### config.mk
export PLATFORM = sky130hd
export DESIGN_NAME = ram_arbiter
export DESIGN_NICKNAME = d
export VERILOG_FILES = /design/src/rtl/common_pkg.sv /design/src/rtl/ram_arbiter_pick.sv /design/src/rtl/ram_arbiter.sv
export SDC_FILE = /design/constraint.sdc
export NUM_CORES = 1
export LEC_CHECK = 0
export BUFFER_PORTS_ARGS = -buffer_cell sky130_fd_sc_hd__buf_2
export CAP_MARGIN = 15
export CORE_MARGIN = 10
export CORE_UTILIZATION = 40
export CTS_CLUSTER_SIZE = 16
export DETAILED_ROUTE_END_ITERATION = 10
export PLACE_DENSITY = 0.75
export SLEW_MARGIN = 20
export SYNTH_ARGS = -nofsm -noshare
export SYNTH_HDL_FRONTEND = slang
export SYNTH_HIERARCHICAL = 1
export SYNTH_SLANG_ARGS = --single-unit
export TNS_END_PERCENT = 50
### constraint.sdc
create_clock -name clock_i -period 3.85 [get_ports clock_i]
set_input_delay 0.77 -clock clock_i [delete_from_list [all_inputs] [get_ports clock_i]]
set_output_delay 0.77 -clock clock_i [all_outputs]
set_load 0.02 [all_outputs]
### src/rtl/common_pkg.sv
`default_nettype none
// ============================================================================
// Module      : common_pkg
// Description : System-wide constants, SRAM owner encoding and the
//               nanosecond-to-clock-cycle helper shared across the design.
// Revision    : 1.0 - initial release
// ============================================================================
package common_pkg;

    localparam int unsigned SYS_CLOCK_MHZ  = 64;
    localparam int unsigned RAM_ACCESS_NS  = 55;
    localparam int unsigned RAM_ADDR_WIDTH = 17;
    localparam int unsigned DATA_WIDTH     = 8;

    // Bit positions of each requester inside a packed request vector
    localparam int unsigned REQ_CPU   = 0;
    localparam int unsigned REQ_VIDEO = 1;
    localparam int unsigned REQ_WB    = 2;

    typedef enum logic [1:0] {
        OWNER_NONE  = 2'd0,
        OWNER_CPU   = 2'd1,
        OWNER_VIDEO = 2'd2,
        OWNER_WB    = 2'd3
    } ram_owner_t;

    // Rounds up so the strobe window is never shorter than the device needs
    function automatic int unsigned ns_to_cycles(input int unsigned ns);
        return (ns * SYS_CLOCK_MHZ + 999) / 1000;
    endfunction

endpackage
`default_nettype wire

### src/rtl/ram_arbiter_pick.sv
`default_nettype none
// ============================================================================
// Module      : ram_arbiter_pick
// Description : Combinational winner selection for the SRAM arbiter.
//               CPU has fixed priority; video and wb are resolved by a
//               single round-robin pointer when both are requesting.
// Revision    : 1.0 - initial release
// ============================================================================
module ram_arbiter_pick
    import common_pkg::*;
(
    input  logic [2:0] i_req,
    input  logic       i_rr_favour_wb,
    output ram_owner_t o_owner
);

    // Priority decode: CPU first, then video/wb tie broken by the pointer
    always_comb begin
        o_owner = OWNER_NONE;
        if (i_req[REQ_CPU]) begin
            o_owner = OWNER_CPU;
        end else if (i_req[REQ_VIDEO] && i_req[REQ_WB]) begin
            o_owner = i_rr_favour_wb ? OWNER_WB : OWNER_VIDEO;
        end else if (i_req[REQ_VIDEO]) begin
            o_owner = OWNER_VIDEO;
        end else if (i_req[REQ_WB]) begin
            o_owner = OWNER_WB;
        end
    end

endmodule
`default_nettype wire

### src/rtl/ram_arbiter.sv
`default_nettype none
// ============================================================================
// Module      : ram_arbiter
// Description : Shares one asynchronous SRAM between CPU, video fetch and the
//               Wishbone bridge. One non-preemptive transaction at a time:
//               IDLE (pick + latch) -> ACCESS (strobes for ACCESS_CYCLES)
//               -> RECOVER (strobes off, ack) -> IDLE. All outputs are
//               registered.
// Revision    : 1.0 - initial release
// ============================================================================
module ram_arbiter
    import common_pkg::*;
#(
    parameter int unsigned ACCESS_CYCLES = ns_to_cycles(RAM_ACCESS_NS)
) (
    input  logic                      clock_i,
    input  logic                      reset_n_i,

    input  logic                      cpu_req_i,
    input  logic                      cpu_we_i,
    input  logic [RAM_ADDR_WIDTH-1:0] cpu_addr_i,
    input  logic [DATA_WIDTH-1:0]     cpu_wr_data_i,
    output logic                      cpu_ack_o,

    input  logic                      video_req_i,
    input  logic                      video_we_i,
    input  logic [RAM_ADDR_WIDTH-1:0] video_addr_i,
    input  logic [DATA_WIDTH-1:0]     video_wr_data_i,
    output logic                      video_ack_o,

    input  logic                      wb_req_i,
    input  logic                      wb_we_i,
    input  logic [RAM_ADDR_WIDTH-1:0] wb_addr_i,
    input  logic [DATA_WIDTH-1:0]     wb_wr_data_i,
    output logic                      wb_ack_o,

    output logic [DATA_WIDTH-1:0]     rd_data_o,
    output ram_owner_t                grant_o,

    output logic [RAM_ADDR_WIDTH-1:0] ram_addr_o,
    output logic [DATA_WIDTH-1:0]     ram_data_o,
    output logic                      ram_data_oe_o,
    input  logic [DATA_WIDTH-1:0]     ram_data_i,
    output logic                      ram_ce_n_o,
    output logic                      ram_oe_n_o,
    output logic                      ram_we_n_o
);

    localparam int unsigned        c_CNT_W    = (ACCESS_CYCLES > 1) ? $clog2(ACCESS_CYCLES) : 1;
    localparam logic [c_CNT_W-1:0] c_CNT_LOAD = c_CNT_W'(ACCESS_CYCLES - 1);
    localparam logic [c_CNT_W-1:0] c_CNT_ONE  = c_CNT_W'(1);

    typedef enum logic [1:0] {
        ST_IDLE    = 2'd0,
        ST_ACCESS  = 2'd1,
        ST_RECOVER = 2'd2
    } state_t;

    state_t                    r_state;
    state_t                    w_state_nxt;
    logic [c_CNT_W-1:0]        r_cnt;
    logic [c_CNT_W-1:0]        w_cnt_nxt;
    logic                      w_start;
    logic                      w_capture;

    ram_owner_t                r_owner;
    logic                      r_we;
    logic                      r_rr_favour_wb;

    ram_owner_t                w_pick;
    logic                      w_win_we;
    logic [RAM_ADDR_WIDTH-1:0] w_win_addr;
    logic [DATA_WIDTH-1:0]     w_win_data;
    logic                      w_we_nxt;

    ram_arbiter_pick u_pick (
        .i_req          ({wb_req_i, video_req_i, cpu_req_i}),
        .i_rr_favour_wb (r_rr_favour_wb),
        .o_owner        (w_pick)
    );

    // Route the winning requester's transaction fields to the latch inputs
    always_comb begin
        w_win_we   = cpu_we_i;
        w_win_addr = cpu_addr_i;
        w_win_data = cpu_wr_data_i;
        case (w_pick)
            OWNER_VIDEO: begin
                w_win_we   = video_we_i;
                w_win_addr = video_addr_i;
                w_win_data = video_wr_data_i;
            end
            OWNER_WB: begin
                w_win_we   = wb_we_i;
                w_win_addr = wb_addr_i;
                w_win_data = wb_wr_data_i;
            end
            default: ;
        endcase
    end

    // FSM state and access-window counter
    always_ff @(posedge clock_i) begin
        if (!reset_n_i) begin
            r_state <= ST_IDLE;
            r_cnt   <= '0;
        end else begin
            r_state <= w_state_nxt;
            r_cnt   <= w_cnt_nxt;
        end
    end

    // Next-state, counter and start/capture strobes
    always_comb begin
        w_state_nxt = r_state;
        w_cnt_nxt   = r_cnt;
        w_start     = 1'b0;
        w_capture   = 1'b0;
        case (r_state)
            ST_IDLE: begin
                if (w_pick != OWNER_NONE) begin
                    w_start     = 1'b1;
                    w_cnt_nxt   = c_CNT_LOAD;
                    w_state_nxt = ST_ACCESS;
                end
            end
            ST_ACCESS: begin
                if (r_cnt == '0) begin
                    w_state_nxt = ST_RECOVER;
                    w_capture   = !r_we;
                end else begin
                    w_cnt_nxt = r_cnt - c_CNT_ONE;
                end
            end
            ST_RECOVER: begin
                w_state_nxt = ST_IDLE;
            end
            default: begin
                w_state_nxt = ST_IDLE;
            end
        endcase
    end

    // Direction of the transaction that the next state will be serving
    assign w_we_nxt = w_start ? w_win_we : r_we;

    // Latched transaction, round-robin pointer and registered SRAM/ack outputs
    always_ff @(posedge clock_i) begin
        if (!reset_n_i) begin
            r_owner        <= OWNER_NONE;
            r_we           <= 1'b0;
            r_rr_favour_wb <= 1'b0;
            ram_addr_o     <= '0;
            ram_data_o     <= '0;
            rd_data_o      <= '0;
            grant_o        <= OWNER_NONE;
            ram_ce_n_o     <= 1'b1;
            ram_oe_n_o     <= 1'b1;
            ram_we_n_o     <= 1'b1;
            ram_data_oe_o  <= 1'b0;
            cpu_ack_o      <= 1'b0;
            video_ack_o    <= 1'b0;
            wb_ack_o       <= 1'b0;
        end else begin
            if (w_start) begin
                r_owner    <= w_pick;
                r_we       <= w_win_we;
                ram_addr_o <= w_win_addr;
                ram_data_o <= w_win_data;
                // CPU grants leave the video/wb fairness pointer alone
                if (w_pick == OWNER_VIDEO) begin
                    r_rr_favour_wb <= 1'b1;
                end else if (w_pick == OWNER_WB) begin
                    r_rr_favour_wb <= 1'b0;
                end
            end
            if (w_capture) begin
                rd_data_o <= ram_data_i;
            end
            grant_o       <= (w_state_nxt == ST_IDLE) ? OWNER_NONE
                           : (w_start ? w_pick : r_owner);
            ram_ce_n_o    <= !(w_state_nxt == ST_ACCESS);
            ram_oe_n_o    <= !((w_state_nxt == ST_ACCESS) && !w_we_nxt);
            ram_we_n_o    <= !((w_state_nxt == ST_ACCESS) && w_we_nxt);
            // Write data stays on the bus through RECOVER for hold time
            ram_data_oe_o <= (w_state_nxt != ST_IDLE) && w_we_nxt;
            cpu_ack_o     <= (w_state_nxt == ST_RECOVER) && (r_owner == OWNER_CPU);
            video_ack_o   <= (w_state_nxt == ST_RECOVER) && (r_owner == OWNER_VIDEO);
            wb_ack_o      <= (w_state_nxt == ST_RECOVER) && (r_owner == OWNER_WB);
        end
    end

endmodule
`default_nettype wire

==> run summary <==
Status - finished clean
Pin count of the biggest net entering global routing - 39
Io pins - 133
RSZ-0062 raised after global routing - false
Die Wd - 94.39 um
Cell count after synthesis - 232
First-pass GRT wire length - 9949 um
Class of the worst hold path - reg -> reg
Std cell rows - 27
Post-CTS Setup Bufs - 0
Startpoint Class - input port
DRC Markers - 0
Cell family with most CP delay - compound AO/OA/AOI/OAI gates
Die area - 8909 um^2
Ys Warns - 6
Area growth from synthesis to layout - 35.84%
Reg2Reg Setup Slack - 1.94 ns
Clk_skew - 0.01049 ns
Internal Power - 929.7 uW
Syn_area_per_cell - 9.540 um^2
Worst reg2reg startpoint - r_rr_favour_wb$_SDFFE_PN0P_
TritonCTS clock tree - built
Grt ovf - 0
Peak supply drop - 0.0002402 V
HP Start - r_owner[0]$_SDFF_PN0_
Switching power - 427.9 uW
Hold path endpoint - video_ack_o$_SDFF_PN0_
Drt pass-1 iters - 4
Leak - 0.001494 uW
Fmax - 0.4740 GHz
Ant diodes - 0
Setup TNS - 0 ns
Least-Margin Pin Slew - 0.5987 ns
Max-Cap Viols - 0
Worst-path clk slew - 0.09 ns
Root buf cell - clkbuf_8
Total CTS buffers - 5
Max-slew violations - 0
Netlist cell types - 33
Register area - 1001 um^2
Initial antenna violation count - 0
Initial drt markers - 38
Area occupied by multi-input gates - 1104 um^2
H-Tree Depth - 2
Post-cts gate resize count - 0
Average routed wire per standard cell - 14.83 um
Vias in the first global route - 2,187
Slew headroom - 0.5999
Initial core utilization - 0.4069
Part of the power in the clock network - 0.269
CP Buf/Inv Count - 2
Crit Path Category - in -> reg
Maximum clock insertion buffer count - 2
Sequential share of power - 0.458
Final GP Congestion - 0.7716
Final nets - 451
Crit path max fanout - 21
Sw Ratio - 0.3152
Fin crit share - 0.5480
Number of flops mapped to enable cells by yosys - 0
DRT Wirelength - 6407 um
Logic gate share of total power - 0.274
Layout cell share with drive strength beyond 1 - 0.4139
Fillers - 524
Ys flop type - dfxtp_1
Critical Path End Type - register
Final Hold Fails - 0
Crit path cell chain - buf_2 > nand2b_1 > a21o_1 > buf_4 > mux2i_1 > nand2_1 > o21ai_0 > o2bb2ai_1
Slowest cell on the critical path - buf_4
Asr flop ratio synth - 0
Hold Slack - 0.4603 ns
Hold depth - 1
Final setup fails - 0
Power Density - 451.5 nW/um^2
Yosys reg bits - 50
Worst Path Required - 4.04 ns
Post-Syn Area - 2213 um^2
Crit path time final - 2.110 ns
Slowest stage delay, CP - 0.43 ns
Die H - 94.39 um
Hold_buf cts - 0
GR Util All Layers - 0.1391
Syn nets - 324
WP data arrival - 2.30 ns
Clk_lat worst skew - 0.30 ns
Final ANT Viol Nets - 0
Reg-to-Reg End - ram_data_o[1]$_SDFFE_PN0P_
FF-to-FF path depth - 7
# clock sinks - 50
Sequential share of the synthesized area - 0.4522
PortBufs - 132
Core area - 5439 um^2
Routed via count - 2,078
Hpwl dp - 5158 um
Via-per-instance ratio - 4.810
## power groups by stage
| stage | combinational (uW) | sequential [uW] | clock (uW) |
|---|---|---|---|
| 2_1_floorplan | 179 | 697 | 0 |
| 3_3_place_gp | 373 | 631 | 0 |
| 3_5_place_dp | 378 | 631 | 0 |
| 4_1_cts | 378 | 621 | 376 |
| 5_1_grt | 413 | 629 | 392 |
| 6_report | 372 | 621 | 365 |
## how the worst max path moves through the flow
stage          depth (start not counted)                    endpoint        start  slack (ns)
3_5_place_dp                           8  ram_data_o[1]$_SDFFE_PN0P_  video_req_i        1.39
5_1_grt                                8  ram_addr_o[1]$_SDFFE_PN0P_  video_req_i        1.55
4_1_cts                                8  ram_addr_o[8]$_SDFFE_PN0P_  video_req_i        1.74
3_3_place_gp                           8  ram_addr_o[3]$_SDFFE_PN0P_  video_req_i        1.46
2_1_floorplan                          6             r_we$_SDFF_PN0_     wb_req_i        1.92
6_report                               8  ram_data_o[1]$_SDFFE_PN0P_  video_req_i        1.74
## cell type report
type                       instances  area share
inverter                           7    0.008739
timing repair buffer             134      0.2247
sequential                        50      0.3329
multi-input combinational        161      0.3670
clock inverter                     2     0.01248
clock buffer                       6     0.02414
tap                               72     0.02996
## registers in the layout (all words and copies together), names as in the netlist, 2 cells and up
| name | cells |
|---|---|
| r_state | 2 |
| rd_data_o | 8 |
| grant_o | 2 |
| ram_addr_o | 17 |
| r_owner | 2 |
| ram_data_o | 8 |
| r_cnt | 2 |
## cells in the mapped netlist, types with 3 or more instances
cell / n / share of area
o21ai_0: 25 / 0.057
mux2i_1: 33 / 0.15
nor3_1: 6 / 0.014
buf_6: 4 / 0.020
a211oi_1: 4 / 0.014
nand2_1: 30 / 0.051
clkbuf_1: 4 / 0.0068
inv_1: 6 / 0.010
nor2_1: 14 / 0.024
dfxtp_1: 50 / 0.45
o2bb2ai_1: 25 / 0.099
nand2b_1: 3 / 0.0085
buf_2: 3 / 0.0068
## per-layer routing
layer	track usage	share of wire	vias to the layer above
met3	0.08247	0.12	7
met5	0	0	-
met4	0.04557	0.012	0
met2	0.2340	0.49	77
li1	-	-	1082
met1	0.1411	0.38	912
## worst reg2reg max path, delay by kind of cell (launching register included)
family	cells	cell delay [ns]
muxes	1	0.25
and+or+nand+nor	2	0.17
DFF	1	0.34
buffers and inverters	1	0.43
AOI/OAI and AO/OA	3	0.61
## cells in the final DEF, fill, tap and decap left out, drive strengths merged, types with 2 or more instances in the layout
| cell | netlist | final |
|---|---|---|
| nand2 | 31 | 31 |
| clkbuf | 4 | 6 |
| a21boi | 2 | 2 |
| nor3 | 7 | 7 |
| dfxtp | 50 | 50 |
| mux2i | 33 | 33 |
| inv | 7 | 7 |
| a211oi | 4 | 4 |
| and3 | 2 | 2 |
| nor2 | 16 | 16 |
| nand2b | 3 | 3 |
| o2bb2ai | 25 | 25 |
| o21ai | 27 | 27 |
| a21oi | 2 | 2 |
| buf | 10 | 134 |
## cell families after synthesis
kind of cell	Yosys count	share of synthesized area
buffers and inverters	21	0.05257
adder cells (fa/ha/maj)	1	0.005652
multiplexers	33	0.1492
AND/OR/NAND/NOR	62	0.1340
AO/OA/AOI/OAI	65	0.2063
flip-flops	50	0.4522
## per-stage QoR
stage / setup WS [ns] / utilization / cell area (um^2) / total power (uW) / std cells
global route: 1.550 / 0.5528 / 3007 / 1435 / 432
floorplan: 1.923 / - / 2213 / 876.8 / 232
CTS: 1.738 / 0.5528 / 3007 / 1376 / 432
detailed placement: 1.394 / 0.5326 / 2897 / 1009 / 424
global placement: 1.462 / 0.5326 / 2897 / 1003 / 424
finish: 1.740 / 0.5528 / 3007 / 1358 / 432
No activity file was read; power rests on OpenSTA's default activity.
